--- src/rtl/cordic_pkg.sv ---
// Shared constants and fold-code encodings for the CORDIC front end and post-processor.
// Latency: none (package only).
// Backpressure: not applicable.
package cordic_pkg;

  // Word format: signed Q7.8 (1 sign bit, 7 integer bits, 8 fraction bits)
  localparam int CORDIC_INPUT_WIDTH      = 16;
  localparam int CORDIC_INPUT_INT_WIDTH  = 7;
  localparam int CORDIC_INPUT_FRAC_WIDTH = 8;
  localparam int CORDIC_FLIP_FLAG_WIDTH  = 2;
  localparam int CORDIC_FIFO_DEPTH       = 4;

  // Angle constants held at one bit wider than the word so the fold arithmetic cannot overflow
  localparam logic signed [16:0] DEG_90  = 17'sh05A00;
  localparam logic signed [16:0] DEG_180 = 17'sh0B400;

  // Fold codes; the post-processor uses these to undo the fold
  localparam logic [1:0] FLIP_NONE    = 2'b00;
  localparam logic [1:0] FLIP_ROT180  = 2'b01;
  localparam logic [1:0] FLIP_VEC_NEG = 2'b10;

endpackage

--- src/rtl/cordic_prefold_fifo.sv ---
// Request buffer for cordic_prefold: synchronous FIFO with registered occupancy count.
// Latency: a pushed entry is visible at the head one cycle after the push edge.
// Backpressure: caller must only push when count < DEPTH and only pop when count != 0.
module cordic_prefold_fifo
  import cordic_pkg::*;
#(
  parameter int WIDTH = 3 * CORDIC_INPUT_WIDTH + 1,
  parameter int DEPTH = CORDIC_FIFO_DEPTH
) (
  input  logic                           clk,
  input  logic                           reset,
  input  logic                           i_push,
  input  logic [WIDTH-1:0]               i_push_dat,
  input  logic                           i_pop,
  output logic [WIDTH-1:0]               o_head_dat,
  output logic [$clog2(DEPTH+1)-1:0]     o_count
);

  localparam int AW = (DEPTH > 1) ? $clog2(DEPTH) : 1;
  localparam int CW = $clog2(DEPTH+1);

  logic [WIDTH-1:0] r_mem [DEPTH];
  logic [AW-1:0]    r_wr_ptr;
  logic [AW-1:0]    r_rd_ptr;
  logic [CW-1:0]    r_count;

  // Storage write; contents need no reset because count gates every read
  always_ff @(posedge clk) begin
    if (i_push) begin
      r_mem[r_wr_ptr] <= i_push_dat;
    end
  end

  // Pointers wrap naturally because DEPTH is a power of two; reset discards all entries
  always_ff @(posedge clk) begin
    if (reset) begin
      r_wr_ptr <= '0;
      r_rd_ptr <= '0;
      r_count  <= '0;
    end else begin
      if (i_push) r_wr_ptr <= r_wr_ptr + AW'(1);
      if (i_pop)  r_rd_ptr <= r_rd_ptr + AW'(1);
      case ({i_push, i_pop})
        2'b10:   r_count <= r_count + CW'(1);
        2'b01:   r_count <= r_count - CW'(1);
        default: r_count <= r_count;
      endcase
    end
  end

  assign o_head_dat = r_mem[r_rd_ptr];
  assign o_count    = r_count;

endmodule

--- src/rtl/cordic_prefold.sv ---
// Folds buffered requests into the CORDIC convergence range and issues one per enabled cycle.
// Latency: accepted at edge k into an empty FIFO with issue_en high -> valid_out after edge k+1.
// Backpressure: req_ready drops when the FIFO is full; CORDIC_PREFOLD_SAT_EN saturates -0x8000.
module cordic_prefold
  import cordic_pkg::*;
#(
  parameter int INPUT_WIDTH      = CORDIC_INPUT_WIDTH,
  parameter int INPUT_INT_WIDTH  = CORDIC_INPUT_INT_WIDTH,
  parameter int INPUT_FRAC_WIDTH = CORDIC_INPUT_FRAC_WIDTH,
  parameter int FLIP_FLAG_WIDTH  = CORDIC_FLIP_FLAG_WIDTH,
  parameter int FIFO_DEPTH       = CORDIC_FIFO_DEPTH
) (
  input  logic                               clk,
  input  logic                               reset,
  input  logic                               req_valid,
  output logic                               req_ready,
  input  logic [INPUT_WIDTH-1:0]             req_degree,
  input  logic [INPUT_WIDTH-1:0]             req_x,
  input  logic [INPUT_WIDTH-1:0]             req_y,
  input  logic                               req_arctan_en,
  input  logic                               issue_en,
  output logic [INPUT_WIDTH-1:0]             degree_out,
  output logic [INPUT_WIDTH-1:0]             x_out,
  output logic [INPUT_WIDTH-1:0]             y_out,
  output logic [FLIP_FLAG_WIDTH-1:0]         flip_out,
  output logic                               arctan_en_out,
  output logic                               valid_out,
  output logic [$clog2(FIFO_DEPTH+1)-1:0]    fifo_count
);

  localparam int W  = INPUT_WIDTH;
  localparam int CW = $clog2(FIFO_DEPTH+1);
  localparam int DW = 3 * W + 1;

  localparam logic signed [W:0] L_POS_90  = (W+1)'(DEG_90);
  localparam logic signed [W:0] L_NEG_90  = -L_POS_90;
  localparam logic signed [W:0] L_DEG_180 = (W+1)'(DEG_180);

  // Reject configurations the fold and pointer arithmetic cannot handle
  if ((FIFO_DEPTH < 2) || ((FIFO_DEPTH & (FIFO_DEPTH - 1)) != 0)) begin : g_bad_depth
    $error("cordic_prefold: FIFO_DEPTH must be a power of two and at least 2");
  end
  if ((INPUT_INT_WIDTH + INPUT_FRAC_WIDTH + 1) != INPUT_WIDTH) begin : g_bad_format
    $error("cordic_prefold: integer + fraction + sign bits must equal INPUT_WIDTH");
  end
  if (FLIP_FLAG_WIDTH < 2) begin : g_bad_flip
    $error("cordic_prefold: FLIP_FLAG_WIDTH must hold the two-bit fold codes");
  end

  // Negation used by the vectoring fold; only the most negative word needs special care
  function automatic logic [W-1:0] neg_word(input logic [W-1:0] v);
    logic [W-1:0] res;
    res = -v;
`ifdef CORDIC_PREFOLD_SAT_EN
    if (v == {1'b1, {(W-1){1'b0}}}) begin
      res = {1'b0, {(W-1){1'b1}}};
    end
`endif
    return res;
  endfunction

  logic                       w_push;
  logic                       w_pop;
  logic [DW-1:0]              w_push_dat;
  logic [DW-1:0]              w_head_dat;
  logic [W-1:0]               w_head_deg;
  logic [W-1:0]               w_head_x;
  logic [W-1:0]               w_head_y;
  logic                       w_head_arc;
  logic signed [W:0]          w_theta;
  logic [W-1:0]               w_fold_deg;
  logic [W-1:0]               w_fold_x;
  logic [W-1:0]               w_fold_y;
  logic [FLIP_FLAG_WIDTH-1:0] w_fold_flip;

  // Ready comes from the registered count, so a same-cycle pop never opens a slot early
  assign req_ready  = !reset && (fifo_count < CW'(FIFO_DEPTH));
  assign w_push     = req_valid && req_ready;
  assign w_pop      = issue_en && (fifo_count != '0);
  assign w_push_dat = {req_degree, req_x, req_y, req_arctan_en};

  cordic_prefold_fifo #(
    .WIDTH (DW),
    .DEPTH (FIFO_DEPTH)
  ) u_fifo (
    .clk        (clk),
    .reset      (reset),
    .i_push     (w_push),
    .i_push_dat (w_push_dat),
    .i_pop      (w_pop),
    .o_head_dat (w_head_dat),
    .o_count    (fifo_count)
  );

  assign w_head_deg = w_head_dat[3*W -: W];
  assign w_head_x   = w_head_dat[2*W -: W];
  assign w_head_y   = w_head_dat[W -: W];
  assign w_head_arc = w_head_dat[0];
  assign w_theta    = {w_head_deg[W-1], w_head_deg};

  // Fold the FIFO head into range: rotate by 180 for |angle| > 90, negate the vector for x < 0
  always_comb begin
    w_fold_deg  = w_head_deg;
    w_fold_x    = w_head_x;
    w_fold_y    = w_head_y;
    w_fold_flip = FLIP_FLAG_WIDTH'(FLIP_NONE);
    if (w_head_arc) begin
      w_fold_deg = '0;
      if (w_head_x[W-1]) begin
        w_fold_x    = neg_word(w_head_x);
        w_fold_y    = neg_word(w_head_y);
        w_fold_flip = FLIP_FLAG_WIDTH'(FLIP_VEC_NEG);
      end
    end else if (w_theta > L_POS_90) begin
      w_fold_deg  = W'(w_theta - L_DEG_180);
      w_fold_flip = FLIP_FLAG_WIDTH'(FLIP_ROT180);
    end else if (w_theta < L_NEG_90) begin
      w_fold_deg  = W'(w_theta + L_DEG_180);
      w_fold_flip = FLIP_FLAG_WIDTH'(FLIP_ROT180);
    end
  end

  // Output register: strobe on every pop, data held between issues
  always_ff @(posedge clk) begin
    if (reset) begin
      degree_out    <= '0;
      x_out         <= '0;
      y_out         <= '0;
      flip_out      <= '0;
      arctan_en_out <= 1'b0;
      valid_out     <= 1'b0;
    end else begin
      valid_out <= w_pop;
      if (w_pop) begin
        degree_out    <= w_fold_deg;
        x_out         <= w_fold_x;
        y_out         <= w_fold_y;
        flip_out      <= w_fold_flip;
        arctan_en_out <= w_head_arc;
      end
    end
  end

endmodule
--- config.mk ---
export PLATFORM = sky130hd
export DESIGN_NAME = cordic_prefold
export DESIGN_NICKNAME = d
export VERILOG_FILES = /design/src/rtl/cordic_pkg.sv /design/src/rtl/cordic_prefold_fifo.sv /design/src/rtl/cordic_prefold.sv
export SDC_FILE = /design/constraint.sdc
export NUM_CORES = 1
export LEC_CHECK = 0
export CAP_MARGIN = 20
export CORE_MARGIN = 2
export CORE_UTILIZATION = 44
export DETAILED_ROUTE_END_ITERATION = 8
export PLACE_DENSITY = 0.75
export SLEW_MARGIN = 20
export SYNTH_ARGS = -nofsm -noshare
export SYNTH_HDL_FRONTEND = slang
export SYNTH_SLANG_ARGS = --single-unit
export TNS_END_PERCENT = 50
--- constraint.sdc ---
create_clock -name clk -period 4.8 [get_ports clk]
set_clock_uncertainty 0.05 [all_clocks]
set_input_delay 0.96 -clock clk [delete_from_list [all_inputs] [get_ports clk]]
set_output_delay 0.96 -clock clk [all_outputs]
set_load 0.1 [all_outputs]
======== Yosys cells after proc, flatten, opt, wreduce, memory -nomap -nowiden ========
Memories as Yosys holds them, arrays and structs flattened. A register that Yosys moved wholly into a read port is not among the register bits.
Cells that the tools add are included.
operators by class
  add/sub/neg operators ................... 8
  magnitude comparators ................... 3
  eq/ne operators ......................... 2
  mux-type cells .......................... 16
  reductions and logical operators ........ 6
operator list
  cell                      number
  $mux W16                  7
  $neg A16 Y16              2
  $add A16 B16 Y16 const B  1
  $gt A16 B16 Y1 const B    1
  $lt A16 B16 Y1 const B    1
  $sub A16 B16 Y16 const B  1
  $mux W2                   4
  $pmux W3 S2               1
  $add A2 B1 Y2 const B     2
  $mux W1                   4
  $add A3 B1 Y3 const B     1
  $logic_and A1 B1 Y1       3
  $lt A3 B3 Y1 const B      1
  $reduce_bool A3 Y1        1
  $sub A3 B1 Y3 const B     1
  $eq A2 B1 Y1 const B      1
  $eq A2 B2 Y1 const B      1
  $reduce_bool A2 Y1        1
  $logic_not A1 Y1          1
word-level totals
  bits in registers ....................... 59
  RAM bits ................................ 196
  input bits .............................. 53
  output and inout port bits .............. 56
  logic and storage cells ................. 45
  memories kept ........................... 1
memories
  name          words  bits a word  read ports  clocked after Yosys merged registers in  wr ports  RTL line                   RTL
  u_fifo.r_mem  4      49           1           1                                        1         cordic_prefold_fifo.sv:22  logic [WIDTH-1:0] r_mem [DEPTH];

======== Longest topological paths before layout ========
  depth in word-level cells ............... 5
  gate-level depth with buffers ........... 12
  mapped depth without buffers ............ 9

======== Cells and area by module ========
A second synthesis with hierarchy kept.
unflattened totals
  cell total of the unflattened synthesis .. 633
  area total of the unflattened synthesis .. 10,287.4 um2
by module, submodules not included
  module               instances  cells an instance  area an instance (um2)  sequential area each (um2)
  cordic_prefold_fifo  1          301                7,514.7                 6,065.8
  cordic_prefold       1          332                2,772.7                 1,041.0

======== Worst setup path before layout ========
No wires, ideal clock.
  path type ............................... input port to flip-flop
  from .................................... input port reset
  to ...................................... memory u_fifo.r_mem[0][0] (netlist bit), enable pin
  data arrival time ....................... 3,713 ps
  required time ........................... 4,338 ps
  slack ................................... 625 ps
  stages .................................. 2
  path buffers ............................ 0
  path through ............................ nor2_1 -> and3_1
between the ends
  word-level cells in the longest chain between the ends .. 5
ends and longest elaborated chain
  item                           RTL line                   RTL
  from (decl)                    cordic_prefold.sv:14       input logic reset,
  $logic_not A1 Y1               cordic_prefold.sv:77       assign req_ready = !reset && (fifo_count < CW'(FIFO_DEPTH));
  $logic_and A1 B1 Y1            cordic_prefold.sv:77
  $logic_and A1 B1 Y1            cordic_prefold.sv:78       assign w_push = req_valid && req_ready;
  $mux W1                        cordic_prefold_fifo.sv:29  if (i_push) begin
  $mux W1 (implied by the code)  cordic_prefold_fifo.sv:30  r_mem[r_wr_ptr] <= i_push_dat;
  to (decl)                      cordic_prefold_fifo.sv:22
No other way between the ends.

==> flow_summary.rst <==
.. list-table::
   :header-rows: 1

   * - Metric
     - Value
   * - Number of buffers added by the clock tree synthesis step
     - 26
   * - Count of max-cap constraint violations
     - 0
   * - Total die area
     - 0.0248 mm^2
   * - Share of Yosys cell area claimed by the top area cell type
     - 56.8%
   * - Worst setup path endpoint
     - y_out[11]
   * - Final Net Count
     - 828
   * - Peak VDD IR
     - 0.000350 V
   * - Final antenna-violating net count
     - 0
   * - Total internal power
     - 4.65 mW
   * - Share of cells above drive strength 1
     - 15.2%
   * - Tot GR Track Use
     - 17.6%
   * - Area fraction in and, or, nand and nor cells after synthesis
     - 7.16%
   * - Non-filler instance count after layout
     - 1,103
   * - Worst hold margin
     - 400 ps
   * - Portion of the clock cycle consumed by the worst path in the final layout
     - 71.8%
   * - Mux share of post-synthesis cell area
     - 11.2%
   * - Synthesis-to-finish area growth
     - 21.3%
   * - Top post-synthesis cells by area
     - sky130_fd_sc_hd__edfxtp_1 57%, sky130_fd_sc_hd__dfxtp_1 12%, sky130_fd_sc_hd__mux4_2 8.7%, sky130_fd_sc_hd__mux4_1 2.0%, sky130_fd_sc_hd__nor2_1 1.6%
   * - Clock edge transition at the registers on the reported setup and hold paths
     - 60 ps
   * - Worst Path Required
     - 5190 ps
   * - Status
     - finished, final reports clean
   * - Synthesized-area fraction occupied by adder cells
     - 1.52%
   * - Global-route wire length before repair
     - 32,900 um
   * - Post-detail-place hpwl
     - 14,000 um
   * - Sequential-to-total area share from yosys stat
     - 68.6%
   * - Detail-routed net length per standard cell
     - 19.4 um
   * - Maximum count of clock buffers along a single path
     - 3
   * - Final routed wirelength across all metal layers
     - 21,400 um
   * - Fin. max-slew vios
     - 0
   * - Data arrival time of the critical path
     - 3830 ps
   * - Switching power total
     - 2.87 mW
   * - Standard cell core area
     - 0.0233 mm^2
   * - Count of H-tree levels built during CTS
     - 1
   * - RSZ-0062 raised after global routing
     - no
   * - Combinational group share of total power
     - 35.8%
   * - Pin count of the biggest net entering global routing
     - 51
   * - Final number of hold-violating endpoints
     - 0
   * - Global placement routability congestion
     - 0.807
   * - Relative contribution of the clock network to total power
     - 26.1%
   * - Vias per inst
     - 5.33
   * - Post-Synth XOR/XNOR Area
     - 2.37%
   * - Slack of the worst reg-to-reg path
     - 1360 ps
   * - Cts-stage hold buffer count
     - 0
   * - Category of the critical setup timing path
     - reg2reg
   * - Die Width
     - 157 um
   * - # setup viols final
     - 0
   * - Post-synthesis compound-gate area fraction
     - 6.11%
   * - Clock Tree Root
     - sky130_fd_sc_hd__clkbuf_16
   * - Fraction of registers with async set/reset
     - 0%
   * - Net switching share of the total power
     - 38.1%
   * - Critical Path Sink Type
     - flip-flop
   * - R2R depth
     - 6
   * - Post-synthesis average cell area
     - 16.0 um^2
   * - Most frequent cell after synthesis
     - sky130_fd_sc_hd__edfxtp_1
   * - Vias in the first global route
     - 5,832
   * - CP Max Fanout
     - 36
   * - Transition at the pin with the smallest max-transition slack
     - 990 ps
   * - Max transition margin
     - 33.8%
   * - R2r endpoint
     - y_out[11]
   * - Count of input and output buffers
     - 108
   * - Dominant combinational cell family by area after synthesis
     - multiplexers
   * - Count of routing violations after the opening detailed-route iteration
     - 493
   * - Clk Latency, worst-skew pair
     - 530 ps
   * - Die height
     - 157 um
   * - Fmax
     - 0.290 GHz
   * - Via total after detailed routing
     - 5,881
   * - Top Ports
     - 109
   * - Post-placement cell count
     - 1,054
   * - Synth warn
     - 0
   * - Predominant post-synthesis flop cell
     - sky130_fd_sc_hd__edfxtp_1
   * - Post-Syn Instances
     - 647
   * - Relative contribution of sequential cells to total power
     - 38.2%
   * - Clock tree from TritonCTS
     - yes
   * - First-pass detailed-route iteration total
     - 4
   * - Worst min path class
     - reg2reg
   * - Synth unique cells
     - 57
   * - Final setup TNS
     - 0 ps
   * - Number of enable-type register cells in the synthesized netlist
     - 196
   * - DRC violation count after routing
     - 0
   * - Most numerous cell types in the synthesized netlist
     - 196 x sky130_fd_sc_hd__edfxtp_1, 61 x sky130_fd_sc_hd__dfxtp_1, 45 x sky130_fd_sc_hd__nor2_1
   * - Synth Cell Area
     - 0.0104 mm^2
   * - Initial cell density of the core
     - 44.5%
   * - Number of sinks handled by clock tree synthesis
     - 257
   * - Crit path launch type
     - flip-flop
   * - Total of flip-flops plus latches after synthesis
     - 257
   * - Number of setup buffers added after CTS
     - 0
   * - Std cell rows
     - 56
   * - Power density over the cells
     - 598 mW/mm^2
   * - Leading area contributor after synthesis
     - sky130_fd_sc_hd__edfxtp_1
   * - Post-Syn Nets
     - 712
   * - Minimum period implied by the final worst setup slack
     - 3440 ps
   * - Leakage power total
     - 4.07 nW
   * - Antenna violations before repair
     - 1
   * - Overflow left after global routing
     - 0
   * - Cells resized by post-CTS repair
     - 0
[power groups by stage]
| stage | combinational, mW | clock [mW] | sequential (mW) |
|---|---|---|---|
| floorplan | 1.25 | 0 | 3.75 |
| global placement | 2.67 | 0 | 2.91 |
| detailed placement | 2.69 | 0 | 2.92 |
| CTS | 2.70 | 2.00 | 2.88 |
| global route | 2.86 | 2.09 | 2.90 |
| finish | 2.69 | 1.96 | 2.87 |
[cells by family (layout without fill, tap and decap cells)]
kind of cell               Yosys count  count (layout)
DFF                                257             257
and+or+nand+nor                    149             149
AOI/OAI and AO/OA                   99              99
muxes                               53              53
buffers and inverters               49             185
xor gates and xnor gates            28              28
adders and majority gates           12              12
other                                0               1
[cells in the final DEF, fill, tap and decap left out, drive strengths merged, types with 3 or more instances in the layout]
master / count
mux2i: 3
nand3: 17
clkinv: 10
ha: 11
o21a: 3
clkdlybuf4s50: 106
o21ai: 26
a211oi: 17
edfxtp: 196
dfxtp: 61
nor3: 4
mux4: 48
or2: 3
o41ai: 3
xor2: 15
xnor2: 13
or3: 11
buf: 14
clkbuf: 35
inv: 18
a311oi: 4
nor4: 5
nor2: 45
nand2: 44
a21oi: 31
and3: 6
[per-layer routing]
metal | wire length, um | global-route usage [%] | up-vias
met3 | 1330 | 3.88 | 36
met5 | 0 | 0 | -
met1 | 8950 | 22.9 | 2934
met4 | 466 | 5.02 | 0
met2 | 10600 | 29.7 | 163
li1 | - | - | 2748
[final cells by class]
type / instances / area, um^2
diodes: 1 / 2.50
clock buffers: 35 / 757
clock inverters: 13 / 91.3
fillers: 1885 / 10700
inverters: 17 / 63.8
multi-input cells: 341 / 2960
flip-flops and latches: 257 / 7110
well taps: 319 / 399
repair buffers: 120 / 1180
[metrics by stage]
stage	instance area (um^2)	power [mW]	worst slack, ps	utilization, %
floorplan	10400	5.01	625	-
global placement	11700	5.58	1300	50.3
detailed placement	11700	5.62	1240	50.3
CTS	12600	7.58	1320	54.0
global route	12600	7.85	1020	54.0
finish	12600	7.52	1360	54.0
[worst min path at each step]
stage / start / end / slack [ps] / cells after the start
3_3_place_gp: degree_out[1] / degree_out[1] / 390 / 2
4_1_cts: degree_out[7] / degree_out[7] / 400 / 2
3_5_place_dp: degree_out[7] / degree_out[7] / 400 / 2
6_report: degree_out[7] / degree_out[7] / 400 / 2
2_1_floorplan: u_fifo.r_rd_ptr[1] / flip-flop / 430 / 2
5_1_grt: degree_out[7] / degree_out[7] / 420 / 2
[critical path, cell delays in order, from the launching register on]
cell	delay (ps)
sky130_fd_sc_hd__dfxtp_4	820
sky130_fd_sc_hd__mux4_1	730
sky130_fd_sc_hd__or3_4	380
sky130_fd_sc_hd__nor4_1	790
sky130_fd_sc_hd__a21oi_1	200
sky130_fd_sc_hd__xnor2_1	170
sky130_fd_sc_hd__a211oi_1	210
[sequential cells by signal (all words and copies together) (netlist names), named ones only]
signal           count
u_fifo.r_mem       196
degree_out          16
x_out               16
y_out               16
u_fifo.o_count       3
flip_out             2
u_fifo.r_rd_ptr      2
u_fifo.r_wr_ptr      2
arctan_en_out        1
valid_out            1
Power figures use the tool's default switching activity.
